File: config.mk
export PLATFORM = sky130hd
export DESIGN_NAME = ahbl_led_pwm
export DESIGN_NICKNAME = d
export VERILOG_FILES = /design/src/rtl/ahbl_led_pwm_pkg.sv /design/src/rtl/ahbl_led_pwm_timebase.sv /design/src/rtl/ahbl_led_pwm.sv
export SDC_FILE = /design/constraint.sdc
export NUM_CORES = 1
export LEC_CHECK = 0
export ABC_AREA = 1
export BUFFER_PORTS_ARGS = -buffer_cell sky130_fd_sc_hd__buf_2
export CAP_MARGIN = 10
export CORE_UTILIZATION = 45
export DETAILED_ROUTE_END_ITERATION = 8
export GPL_TIMING_DRIVEN = 0
export PLACE_DENSITY = 0.76
export SLEW_MARGIN = 25
export SYNTH_ARGS = -nofsm -noshare
export SYNTH_HDL_FRONTEND = slang
export SYNTH_SLANG_ARGS = --single-unit
File: constraint.sdc
create_clock -name HCLK -period 2 [get_ports HCLK]
set_clock_uncertainty 0.2 [all_clocks]
set_input_delay 0.4 -clock HCLK [delete_from_list [all_inputs] [get_ports HCLK]]
set_output_delay 0.4 -clock HCLK [all_outputs]
set_load 0.02 [all_outputs]
File: src/rtl/ahbl_led_pwm_pkg.sv
// Shared definitions for the AHB-Lite LED/PWM block: register word offsets, mode codes, HTRANS codes.
// Latency: n/a (declarations only).
// Backpressure: n/a.
package ahbl_led_pwm_pkg;

  // Register word indices, i.e. HADDR[7:2] (byte offset / 4)
  localparam logic [5:0] REG_OUT       = 6'h00;  // 0x00
  localparam logic [5:0] REG_MODE      = 6'h01;  // 0x04
  localparam logic [5:0] REG_PRESCALE  = 6'h02;  // 0x08
  localparam logic [5:0] REG_CTRL      = 6'h03;  // 0x0C
  localparam logic [5:0] REG_DUTY_BASE = 6'h04;  // 0x10 + 4*i

  // Per-channel output mode, two bits per channel in MODE
  typedef enum logic [1:0] {
    MODE_STATIC = 2'b00,
    MODE_BLINK  = 2'b01,
    MODE_PWM    = 2'b10,
    MODE_OFF    = 2'b11
  } led_mode_e;

  // AHB-Lite transfer types; bit 1 set means a real transfer
  localparam logic [1:0] HTRANS_IDLE   = 2'b00;
  localparam logic [1:0] HTRANS_BUSY   = 2'b01;
  localparam logic [1:0] HTRANS_NONSEQ = 2'b10;
  localparam logic [1:0] HTRANS_SEQ    = 2'b11;

  // Address-phase information carried into the data phase
  typedef struct packed {
    logic       vld;
    logic       write;
    logic [5:0] addr;
  } ahb_dp_t;

  // Word index of DUTY register for channel ch
  function automatic logic [5:0] duty_index(input int ch);
    return REG_DUTY_BASE + 6'(ch);
  endfunction

endpackage

File: src/rtl/ahbl_led_pwm_timebase.sv
// Shared LED timebase: prescaler dividing HCLK into ticks, and a free-running period counter.
// Latency: tick/wrap are combinational from current state; cnt advances on the edge that ends a tick cycle.
// Backpressure: none; disabling holds prescaler and counter at zero.
module led_pwm_timebase
  import ahbl_led_pwm_pkg::*;
#(
  parameter int CNT_W = 8,
  parameter int PRE_W = 16
) (
  input  logic             clk,
  input  logic             rst_n,
  input  logic             en,
  input  logic [PRE_W-1:0] prescale,
  output logic [CNT_W-1:0] cnt,
  output logic             tick,
  output logic             wrap
);

  logic [PRE_W-1:0] pre;

  // Using >= rather than == lets a smaller PRESCALE written mid-count wrap on the very next cycle.
  assign tick = en && (pre >= prescale);
  assign wrap = tick && (cnt == '1);

  // Prescaler and period counter; both forced to zero while disabled
  always_ff @(posedge clk or negedge rst_n) begin
    if (!rst_n) begin
      pre <= '0;
      cnt <= '0;
    end else if (!en) begin
      pre <= '0;
      cnt <= '0;
    end else if (tick) begin
      pre <= '0;
      cnt <= cnt + CNT_W'(1);
    end else begin
      pre <= pre + PRE_W'(1);
    end
  end

endmodule

File: src/rtl/ahbl_led_pwm.sv
// AHB-Lite slave driving NCH LEDs in static, blink, PWM or forced-off mode with shadowed duty.
// Latency: zero-wait bus; register write -> LED_out change is one cycle after the data phase ends.
// Backpressure: none; HREADYOUT is tied high and HRESP is always OKAY.
module ahbl_led_pwm
  import ahbl_led_pwm_pkg::*;
#(
  parameter int NCH   = 3,
  parameter int CNT_W = 8,
  parameter int PRE_W = 16
) (
  input  logic           HCLK,
  input  logic           HRESETn,
  input  logic           HSEL,
  input  logic [31:0]    HADDR,
  input  logic [1:0]     HTRANS,
  input  logic           HWRITE,
  input  logic [2:0]     HSIZE,
  input  logic [31:0]    HWDATA,
  input  logic           HREADY,
  output logic           HREADYOUT,
  output logic           HRESP,
  output logic [31:0]    HRDATA,
  output logic [NCH-1:0] LED_out
);

  ahb_dp_t                    dp;
  logic                       wr_en;

  logic [NCH-1:0]             out_q;
  logic [2*NCH-1:0]           mode_q;
  logic [PRE_W-1:0]           prescale_q;
  logic                       en_q;
  logic [NCH-1:0][CNT_W-1:0]  duty_q;
  logic [NCH-1:0][CNT_W-1:0]  shadow_q;

  logic [CNT_W-1:0]           cnt;
  logic                       tick;
  logic                       wrap;
  logic [NCH-1:0]             led_nxt;
  logic [31:0]                rdata;

  // Upper address bits, byte lanes, size and spare data bits carry no meaning here.
  logic unused_bits;
  assign unused_bits = ^{HADDR[31:8], HADDR[1:0], HSIZE, HWDATA, tick};

  assign HREADYOUT = 1'b1;
  assign HRESP     = 1'b0;

  // Address phase: remember what the next data phase is about
  always_ff @(posedge HCLK or negedge HRESETn) begin
    if (!HRESETn) begin
      dp <= '0;
    end else if (HREADY) begin
      dp.vld   <= HSEL & HTRANS[1];
      dp.write <= HWRITE;
      dp.addr  <= HADDR[7:2];
    end
  end

  assign wr_en = dp.vld & dp.write & HREADY;

  // Data phase write: commit HWDATA at the end of the data-phase cycle
  always_ff @(posedge HCLK or negedge HRESETn) begin
    if (!HRESETn) begin
      out_q      <= '0;
      mode_q     <= '0;
      prescale_q <= '0;
      en_q       <= 1'b0;
      duty_q     <= '0;
    end else if (wr_en) begin
      case (dp.addr)
        REG_OUT:      out_q      <= HWDATA[NCH-1:0];
        REG_MODE:     mode_q     <= HWDATA[2*NCH-1:0];
        REG_PRESCALE: prescale_q <= HWDATA[PRE_W-1:0];
        REG_CTRL:     en_q       <= HWDATA[0];
        default: begin
          for (int i = 0; i < NCH; i++) begin
            if (dp.addr == duty_index(i)) begin
              duty_q[i] <= HWDATA[CNT_W-1:0];
            end
          end
        end
      endcase
    end
  end

  // Data phase read: combinational from the latched address; unmapped and non-read cycles give 0
  always_comb begin
    rdata = '0;
    if (dp.vld && !dp.write) begin
      case (dp.addr)
        REG_OUT:      rdata = 32'(out_q);
        REG_MODE:     rdata = 32'(mode_q);
        REG_PRESCALE: rdata = 32'(prescale_q);
        REG_CTRL:     rdata = 32'(en_q);
        default: begin
          for (int i = 0; i < NCH; i++) begin
            if (dp.addr == duty_index(i)) begin
              rdata = 32'(duty_q[i]);
            end
          end
        end
      endcase
    end
  end

  assign HRDATA = rdata;

  led_pwm_timebase #(
    .CNT_W (CNT_W),
    .PRE_W (PRE_W)
  ) u_timebase (
    .clk      (HCLK),
    .rst_n    (HRESETn),
    .en       (en_q),
    .prescale (prescale_q),
    .cnt      (cnt),
    .tick     (tick),
    .wrap     (wrap)
  );

  // Shadow duty tracks DUTY while stopped, and only at period wrap while running, so a PWM period never
  // mixes two duty values.
  always_ff @(posedge HCLK or negedge HRESETn) begin
    if (!HRESETn) begin
      shadow_q <= '0;
    end else if (!en_q || wrap) begin
      shadow_q <= duty_q;
    end
  end

  // Per-channel output select; mode changes take effect immediately
  always_comb begin
    led_nxt = '0;
    for (int i = 0; i < NCH; i++) begin
      case (led_mode_e'(mode_q[2*i +: 2]))
        MODE_STATIC: led_nxt[i] = out_q[i];
        MODE_BLINK:  led_nxt[i] = cnt[CNT_W-1];
        MODE_PWM:    led_nxt[i] = (cnt < shadow_q[i]);
        default:     led_nxt[i] = 1'b0;
      endcase
    end
  end

  // Registered LED drive keeps the pins glitch-free
  always_ff @(posedge HCLK or negedge HRESETn) begin
    if (!HRESETn) begin
      LED_out <= '0;
    end else begin
      LED_out <= led_nxt;
    end
  end

endmodule

After elaboration in Yosys (flattened, before gate mapping):

Index checks and enable logic that the tools add are counted.
W data, S select, Z words.

* add/subtract/negate cells: 2
* $lt $le $gt $ge: 4
* eq/ne operators: 14
* mux-type cells: 12
* bitwise operators: 4
* reductions and logical operators: 18

Operator list (count)
* $pmux W32 S4: 1
* $mux W32: 3
* $mux W16: 2
* $lt A8 B8 Y1: 3
* $mux W8: 3
* $eq A6 B3 Y1 const B: 3
* $add A16 B1 Y16 const B: 1
* $ge A16 B16 Y1: 1
* $eq A6 B2 Y1 const B: 2
* $pmux W1 S3: 3
* $reduce_and A3 Y1: 3
* $add A8 B1 Y8 const B: 1
* $eq A8 B8 Y1 const B: 1
* $reduce_and A2 Y1: 4
* $eq A2 B1 Y1 const B: 3
* $eq A2 B2 Y1 const B: 3
* $eq A6 B1 Y1 const B: 1
* $logic_not A2 Y1: 3
* $logic_not A6 Y1: 1
* $reduce_or A4 Y1: 1
* $and A1 B1 Y1: 3
* $logic_and A1 B1 Y1: 3
* $logic_not A1 Y1: 2
* $ne A2 B1 Y1 const B: 1
* 2 further kinds: 2

* register bits after elaboration: 109
* output and inout port bits: 37
* logic and storage cells: 70

Depth between registers and ports, before layout:

Gate-level depths: netlist of the first run.

* depth after elaboration: 6
* gate-level depth with buffers: 15

Hierarchy:

From an unflattened synthesis of the first run, not the netlist that was laid out.

* cells, all modules: 786
* area, all modules: 6257.3 um^2

Modules (own cells, without submodules)
* ahbl_led_pwm: times used 1, cells each 565, area each 4549.4 um^2, seq. area each 2127.0 um^2
* led_pwm_timebase: times used 1, cells each 221, area each 1707.9 um^2, seq. area each 600.6 um^2

Worst setup path before layout of the first run:

Ideal clock, no wire load.

* kind: flip-flop to output port
* start point: reg dp[5] (netlist name)
* end point: out HRDATA[4]
* arrival time: 1557 ps
* path slack: -157 ps
* cell stages (with the launch flop): 7
* buffers on the path: 1
* cell sequence: dfrtp_1 -> nor2_1 -> nand3_2 -> buf_2 -> inv_2 -> a21oi_1 -> a211oi_1

* word-level cells in the longest chain between the ends: 6

RTL lines
* start: declaration: RTL line ahbl_led_pwm.sv:26 `ahb_dp_t dp;`
* $eq A6 B3 Y1: RTL line ahbl_led_pwm.sv:98 `if (dp.addr == duty_index(i)) begin`
* $mux W8: RTL line ahbl_led_pwm.sv:98
* $mux W32 (2 in a row): RTL line ahbl_led_pwm.sv:98
* $pmux W32 S4 *: RTL line ahbl_led_pwm.sv:91 `case (dp.addr)`
* $mux W32 *: RTL line ahbl_led_pwm.sv:90 `if (dp.vld && !dp.write) begin`
* end: declaration: RTL line ahbl_led_pwm.sv:22 `output logic [31:0] HRDATA,`

Mark *: on every way between the ends. The rest lies on a longest branch, timed or not.

Final worst setup path of the first run:

* start point: reg dp[4] (netlist name)
* end point: out HRDATA[11]

* word-level cells in the longest chain between the ends: 4

RTL lines (RTL line)
* $eq A6 B3 Y1: ahbl_led_pwm.sv:98
* $mux W32: ahbl_led_pwm.sv:98
* $pmux W32 S4 *: ahbl_led_pwm.sv:91
* $mux W32 *: ahbl_led_pwm.sv:90

Marks and branches as above.

==> impl_metrics.csv, run 1 <==
group,metric,value,unit
route,post-route-drc-count,0,
setup_path,cp.required,1400,ps
place,numPortBuffers,46,
power,p_sw,1.45,mW
setup_path,cpPeakStageDelay,400,ps
sta,slew_headroom,63.3,%
route,wire_per_inst,15.5,um
grt,grt_antenna_before_repair,0,
synthesis,synth_most_common_cell,"nand2_1",
power,combPwrFrac,15.8,%
die,fp.dieArea,13900,um2
synthesis,avgSynthCellArea,8.16,um2
setup_path,end_kind,"output port",
sta,rsz0062_at_grt,"true",
setup_path,worstSetupEndpoint,"HRDATA[11]",
synthesis,synth-seq-cells,109,
place,gp_congestion,0.931,
die,fp.dieH,118,um
cts,htreeDepth,3,
hold_path,hp-class,"in -> reg",
cts,clk_path_buf_depth,2,
synthesis,synth_top_area_share,45.2,%
setup_path,worst_setup_path_start_kind,"flop",
route,wirelength,16.0,mm
synthesis,yosysSeqAreaShare,45.2,%
setup_path,cp_num_cells,8,
setup_path,reg2reg_from,"prescale_q[13]$_DFFE_PN0P_",
layout,antennaDiodeCount,0,
setup_path,worst-path-buf-inv,4,
flow_run,cap_violations,0,
power,pwr-share-clk,36.7,%
power,intPower,3.77,mW
synthesis,yosysUniqueCellTypes,36,
synthesis,yosys_warnings,0,
route,drt_iter0_drc,353,
layout,area_growth,30.1,%
sta,min_period,2540,ps
grt,grt_max_degree,72,
status,violations,"setup timing",
sta,finalHoldViolations,0,
layout,nFillCells,1087,
sta,tightest_slew,551,ps
status,status,"finished with violations",
route,num_vias,5376,
power,power.leakage,3.92,nW
synthesis,synthFlopType,"dfrtp_1",
sta,finalWorstSetupSlack,-544,ps
sta,slew_violations,0,
die,num_rows,41,
synthesis,netlist_top_cells_count,"167 x nand2_1, 109 x dfrtp_1, 93 x inv_1",
layout,stdcell_area,7850,um2
place,dpl_cell_area,6590,um2
route,postRouteAntennaNets,0,
sta,period_share,127,%
setup_path,cp_slowest_cell,"dfrtp_1",
route,via_per_inst,5.22,
cts,cts_tree,"built",
synthesis,synthArstFlopShare,100,%
sta,fmax,393,MHz
power,peakVddDrop,0.415,mV
synthesis,netlist_instances,740,
die,start_util,47.1,%
sta,setup_tns,-15590,ps
setup_path,crit_path_max_fanout,8,
power,power_density,665,nW/um2
synthesis,synth_area,6040,um2
setup_path,worst_ep_arrival_time,1940,ps
synthesis,synth_area_leaders,"dfrtp_1 45%, nand2_1 10%, ha_1 8.1%, inv_1 5.8%, nand3_1 3.9%",
power,p_sw_share,27.7,%
setup_path,crit_family,"buffers and inverters",
synthesis,yosysTopAreaCell,"dfrtp_1",
cts,clk_pin_slew,70,ps
setup_path,reg2reg_slack,-230,ps
setup_path,worstSetupStartpoint,"dp[4]$_DFFE_PN0P_",
die,coreArea,12800,um2
die,io_pins,111,
grt,grt_usage,22.9,%
route,drtPass1Iterations,5,
cts,root_buffer,"clkbuf_16",
grt,grt_pass1_vias,5017,
power,seq_power_share,47.5,%
synthesis,synth_edf_count,0,
layout,drive_above_1_share,30.1,%
layout,nNetsFinal,965,
place,hpwl,10.6,mm
cts,worstSkewPairLatency,360,ps
cts,cts.sink_count,109,
die,die_w,118,um
sta,setup_violations,63,
setup_path,timing.rr.end,"shadow_q[8]$_DFFE_PN0P_",
grt,grt_pass1_wl,25.0,mm
setup_path,criticalPathCategory,"reg -> out",
setup_path,cp_cell_sequence,"nor2_2 > nand3_2 > buf_6 > nor2_4 > clkinvlp_4 > buf_12 > nor3_2 > buf_4",
cts,cts_buffers,9,
setup_path,reg2reg_depth,10,
grt,grt_overflow,0,
[power by group through the flow]
stage	Clock [mW]	Sequential [mW]	Combinational (mW)
floorplan	0	2.48	0.428
global placement	0	2.49	0.616
detailed placement	0	2.49	0.641
CTS	1.92	2.46	0.729
global route	2.01	2.50	0.913
finish	1.91	2.48	0.824
[layout make-up]
cell class                 count  area (um2)  share of cell area [%]
buffer                        34         273                    3.47
clock buffer                  11         233                    2.96
clock inverter                 5        75.1                   0.956
inverter                     100         394                    5.02
multi-input combinational    512        3220                    41.0
sequential                   109        2730                    34.8
tap                          172         215                    2.74
timing repair buffer          86         709                    9.03
[placed cells by master, fill, tap and decap left out, types with 10 or more instances in the layout]
cell	count
o21ai_1	18
conb_1	18
nand2_1	135
nor2_1	42
nand4_1	16
ha_1	35
inv_1	80
nor2_2	11
buf_6	22
o21ai_0	31
buf_2	35
nand3_1	43
inv_2	14
dfrtp_1	107
clkbuf_16	10
a21oi_1	40
nand2_2	31
nor2_4	20
buf_4	52
xor2_1	10
[kinds of logic after synthesis]
kind of cell,Yosys count,share of synthesized area [%]
compound gates,115,10.3
mux,1,0.187
xor+xnor,13,1.89
simple gates,325,24.0
other cells,2,0.124
flops,109,45.2
buf+inv,136,10.2
fa+ha+maj,39,8.08
[repair_timing]
action                     4_1_cts  5_1_grt
setup endpoints to repair       63       65
setup buffers                   17       16
pin swaps                       14       19
gates resized for setup         78      103
hold endpoints to repair        38        0
cloned                           4        3
hold buffers                     1        0
[how the worst min path moves through the flow]
stage | startpoint | endpoint | slack, ps | cells after the start
6_report | HADDR[5] | dp[3]$_DFFE_PN0P_ | 50 | 3
5_1_grt | HADDR[4] | dp[2]$_DFFE_PN0P_ | 70 | 3
4_1_cts | HADDR[5] | dp[3]$_DFFE_PN0P_ | 50 | 3
3_5_place_dp | HRESETn | prescale_q[13]$_DFFE_PN0P_ | 140 | 1
3_3_place_gp | shadow_q[6]$_DFFE_PN0P_ | shadow_q[6]$_DFFE_PN0P_ | 260 | 2
2_1_floorplan | HRESETn | LED_out[0]$_DFF_PN0_ | -100 | 0
[stage by stage]
step / setup slack (ps) / std cells / hold WS (ps) / util, % / power (mW)
2_1_floorplan: -35.1 / 756 / -95.6 / - / 2.91
3_3_place_gp: -909 / 974 / 256 / 51.1 / 3.11
3_5_place_dp: -343 / 975 / 138 / 51.4 / 3.14
4_1_cts: -474 / 1012 / 52.5 / 57.0 / 5.11
5_1_grt: -657 / 1029 / 69.7 / 61.2 / 5.43
6_report: -544 / 1029 / 49.4 / 61.2 / 5.22
[per-layer routing]
layer	wire length, um	GRT usage [%]
met5	0	0
met4	435	10.6
met3	696	3.39
met2	7760	36.2
met1	7080	30.9
[state kept, by name (all words and copies together) (netlist names)]
name and cells:
LED_out 3, dp 8, duty_q 24, en_q 1, mode_q 6, out_q 3
prescale_q 16, shadow_q 24, u_timebase.cnt 8, u_timebase.pre 16
[worst register-to-register path: stages, from the launching register on]
cell and delay, ps:
dfrtp_1 360, inv_1 140, ha_1 270, a21oi_1 160, o21ai_1 100, nor2_2 230
nand3_4 260, nand2_8 200, buf_6 150, nand2_2 50, nand2_1 60
Note: power is estimated with default switching activity, not from simulation.
==> run 2, diff against run 1 <==
- PLACE_DENSITY: 0.76 -> 0.78
- SKIP_CTS_REPAIR_TIMING: not set -> 1
- clock period: 2 -> 2.1 ns (I/O delays scaled with it)
==> impl_metrics.csv, run 2 (synthesis results as in run 1) <==
group,metric,value,unit
layout,mostFrequentLayoutCell,"nand2_1",
sta,tightest_slew,611,ps
sta,fmax,386,MHz
power,p_sw_share,27.0,%
setup_path,cp.required,1480,ps
power,p_sw,1.33,mW
layout,mostFrequentLayoutCells,"163 x nand2_1, 107 x dfrtp_1, 87 x inv_1",
setup_path,end_kind,"output port",
cts,cts_buffers,9,
die,io_pins,111,
power,combPwrFrac,13.7,%
setup_path,worstSetupStartpoint,"dp[4]$_DFFE_PN0P_",
power,peakVddDrop,0.411,mV
flow_run,cap_violations,0,
die,start_util,47.1,%
power,power_density,682,nW/um2
die,fp.dieH,118,um
route,drt_iter0_drc,311,
grt,grt_usage,21.9,%
die,coreArea,12800,um2
route,routed.top_layer,"met4",
layout,largestRegisters,"duty_q x24, shadow_q x24",
route,wl_met1,6.75,mm
route,num_vias,5124,
cts,cts_tree,"built",
grt,grt_antenna_before_repair,0,
cts,clk_path_buf_depth,2,
place,numPortBuffers,46,
sta,finalHoldViolations,0,
layout,nNetsFinal,935,
layout,drive_above_1_share,19.5,%
setup_path,cp_slowest_cell,"dfrtp_1",
die,fp.dieArea,13900,um2
route,wire_per_inst,14.7,um
cts,worstSkewPairLatency,360,ps
setup_path,reg2reg_depth,12,
die,die_w,118,um
power,intPower,3.60,mW
grt,grt_pass1_wl,23.9,mm
place,dpl_cell_area,6580,um2
layout,seq_area,2730,um2
layout,stdcell_area,7220,um2
grt,grt_max_degree,77,
status,status,"finished with violations",
setup_path,crit_path_max_fanout,7,
setup_path,worstSetupEndpoint,"HRDATA[5]",
setup_path,reg2reg_from,"prescale_q[7]$_DFFE_PN0P_",
route,wirelength,14.7,mm
place,hpwl,10.7,mm
route,postRouteAntennaNets,0,
route,drtPass1Iterations,5,
cts,clk_pin_slew,70,ps
place,post-place-ws,-239,ps
sta,period_share,123,%
cts,cts.sink_count,109,
route,post-route-drc-count,0,
power,seq_power_share,47.6,%
place,gp_congestion,0.944,
layout,nFillCells,1177,
sta,rsz0062_at_grt,"true",
sta,slew_violations,0,
status,violations,"setup timing",
sta,setup_violations,63,
layout,area_growth,19.7,%
setup_path,worst_ep_arrival_time,1970,ps
layout,multiInputGateArea,2900,um2
die,num_rows,41,
layout,antennaDiodeCount,0,
cts,root_buffer,"clkbuf_16",
sta,hold_ws,64.3,ps
setup_path,timing.rr.end,"shadow_q[5]$_DFFE_PN0P_",
setup_path,reg2reg_slack,-260,ps
setup_path,criticalPathCategory,"reg -> out",
sta,min_period,2590,ps
power,power.leakage,3.71,nW
grt,grt_overflow,0,
sta,slew_headroom,59.3,%
setup_path,cp_cell_sequence,"inv_2 > nand2_2 > nor2_4 > nand3_4 > o22ai_1 > a211oi_1 > nor2_1 > buf_2",
route,via_per_inst,5.13,
power,pwr-share-clk,38.7,%
cts,htreeDepth,3,
route,wl_met2,6.90,mm
sta,finalWorstSetupSlack,-492,ps
grt,grt_pass1_vias,4870,
setup_path,worst_setup_path_start_kind,"flop",
hold_path,hp-class,"in -> reg",
route,wl_met3,649,um
setup_path,cpPeakStageDelay,410,ps
[run 2: changes by cell type in the layout (fill, tap and decap cells not counted), moves of 8 or more]
cell,previous run,this run
buf_4,52,35
nand2_1,135,163
nand2_2,31,4
nor2_1,42,57
nor2_4,20,10
buf_6,22,10
inv_2,14,6
[run 2: worst min-delay path by stage]
stage	startpoint	end	depth (start not counted)
2_1_floorplan	HRESETn	LED_out[0]$_DFF_PN0_	0
3_3_place_gp	shadow_q[6]$_DFFE_PN0P_	shadow_q[6]$_DFFE_PN0P_	2
3_5_place_dp	HRESETn	prescale_q[12]$_DFFE_PN0P_	1
4_1_cts	HRESETn	prescale_q[12]$_DFFE_PN0P_	1
5_1_grt	HADDR[4]	dp[2]$_DFFE_PN0P_	3
6_report	HWRITE	dp[6]$_DFFE_PN0P_	3
[run 2: cell type report]
class | count | share of cell area [%]
flip-flops and latches | 109 | 37.8
clock buffers | 11 | 3.50
plain buffers | 36 | 3.43
repair buffers | 55 | 5.51
clock inverters | 5 | 1.13
inverters | 100 | 5.49
multi-input cells | 511 | 40.2
well taps | 172 | 2.98
[run 2: critical path: cells and delay by family, from the launching register on]
kind	cells	cell delay (ps)
AOI/OAI and AO/OA	2	360
and+or+nand+nor	4	570
DFF	1	410
buffers and inverters	2	260
[run 2: metal layers]
layer / track usage [%] / vias to the layer above
li1: - / 2534
met1: 29.5 / 2425
met2: 35.2 / 135
met3: 3.20 / 30
met4: 9.29 / 0
met5: 0 / -
[run 2: power groups by stage]
| stage | clock [mW] | sequential (mW) | combinational [mW] |
|---|---|---|---|
| global route | 2.00 | 2.36 | 0.760 |
| detailed placement | 0 | 2.38 | 0.609 |
| floorplan | 0 | 2.36 | 0.406 |
| CTS | 1.92 | 2.34 | 0.615 |
| finish | 1.91 | 2.35 | 0.673 |
| global placement | 0 | 2.37 | 0.585 |
[run 2: metrics by stage]
step	total power [mW]	cells	setup TNS (ps)	util [%]
after floorplan	2.77	756	0	-
after global placement	2.96	974	-95390	51.1
after detailed placement	2.99	975	-5800	51.3
after CTS	4.88	991	-13780	53.9
after global routing	5.13	999	-22750	56.3
final	4.93	999	-14930	56.3
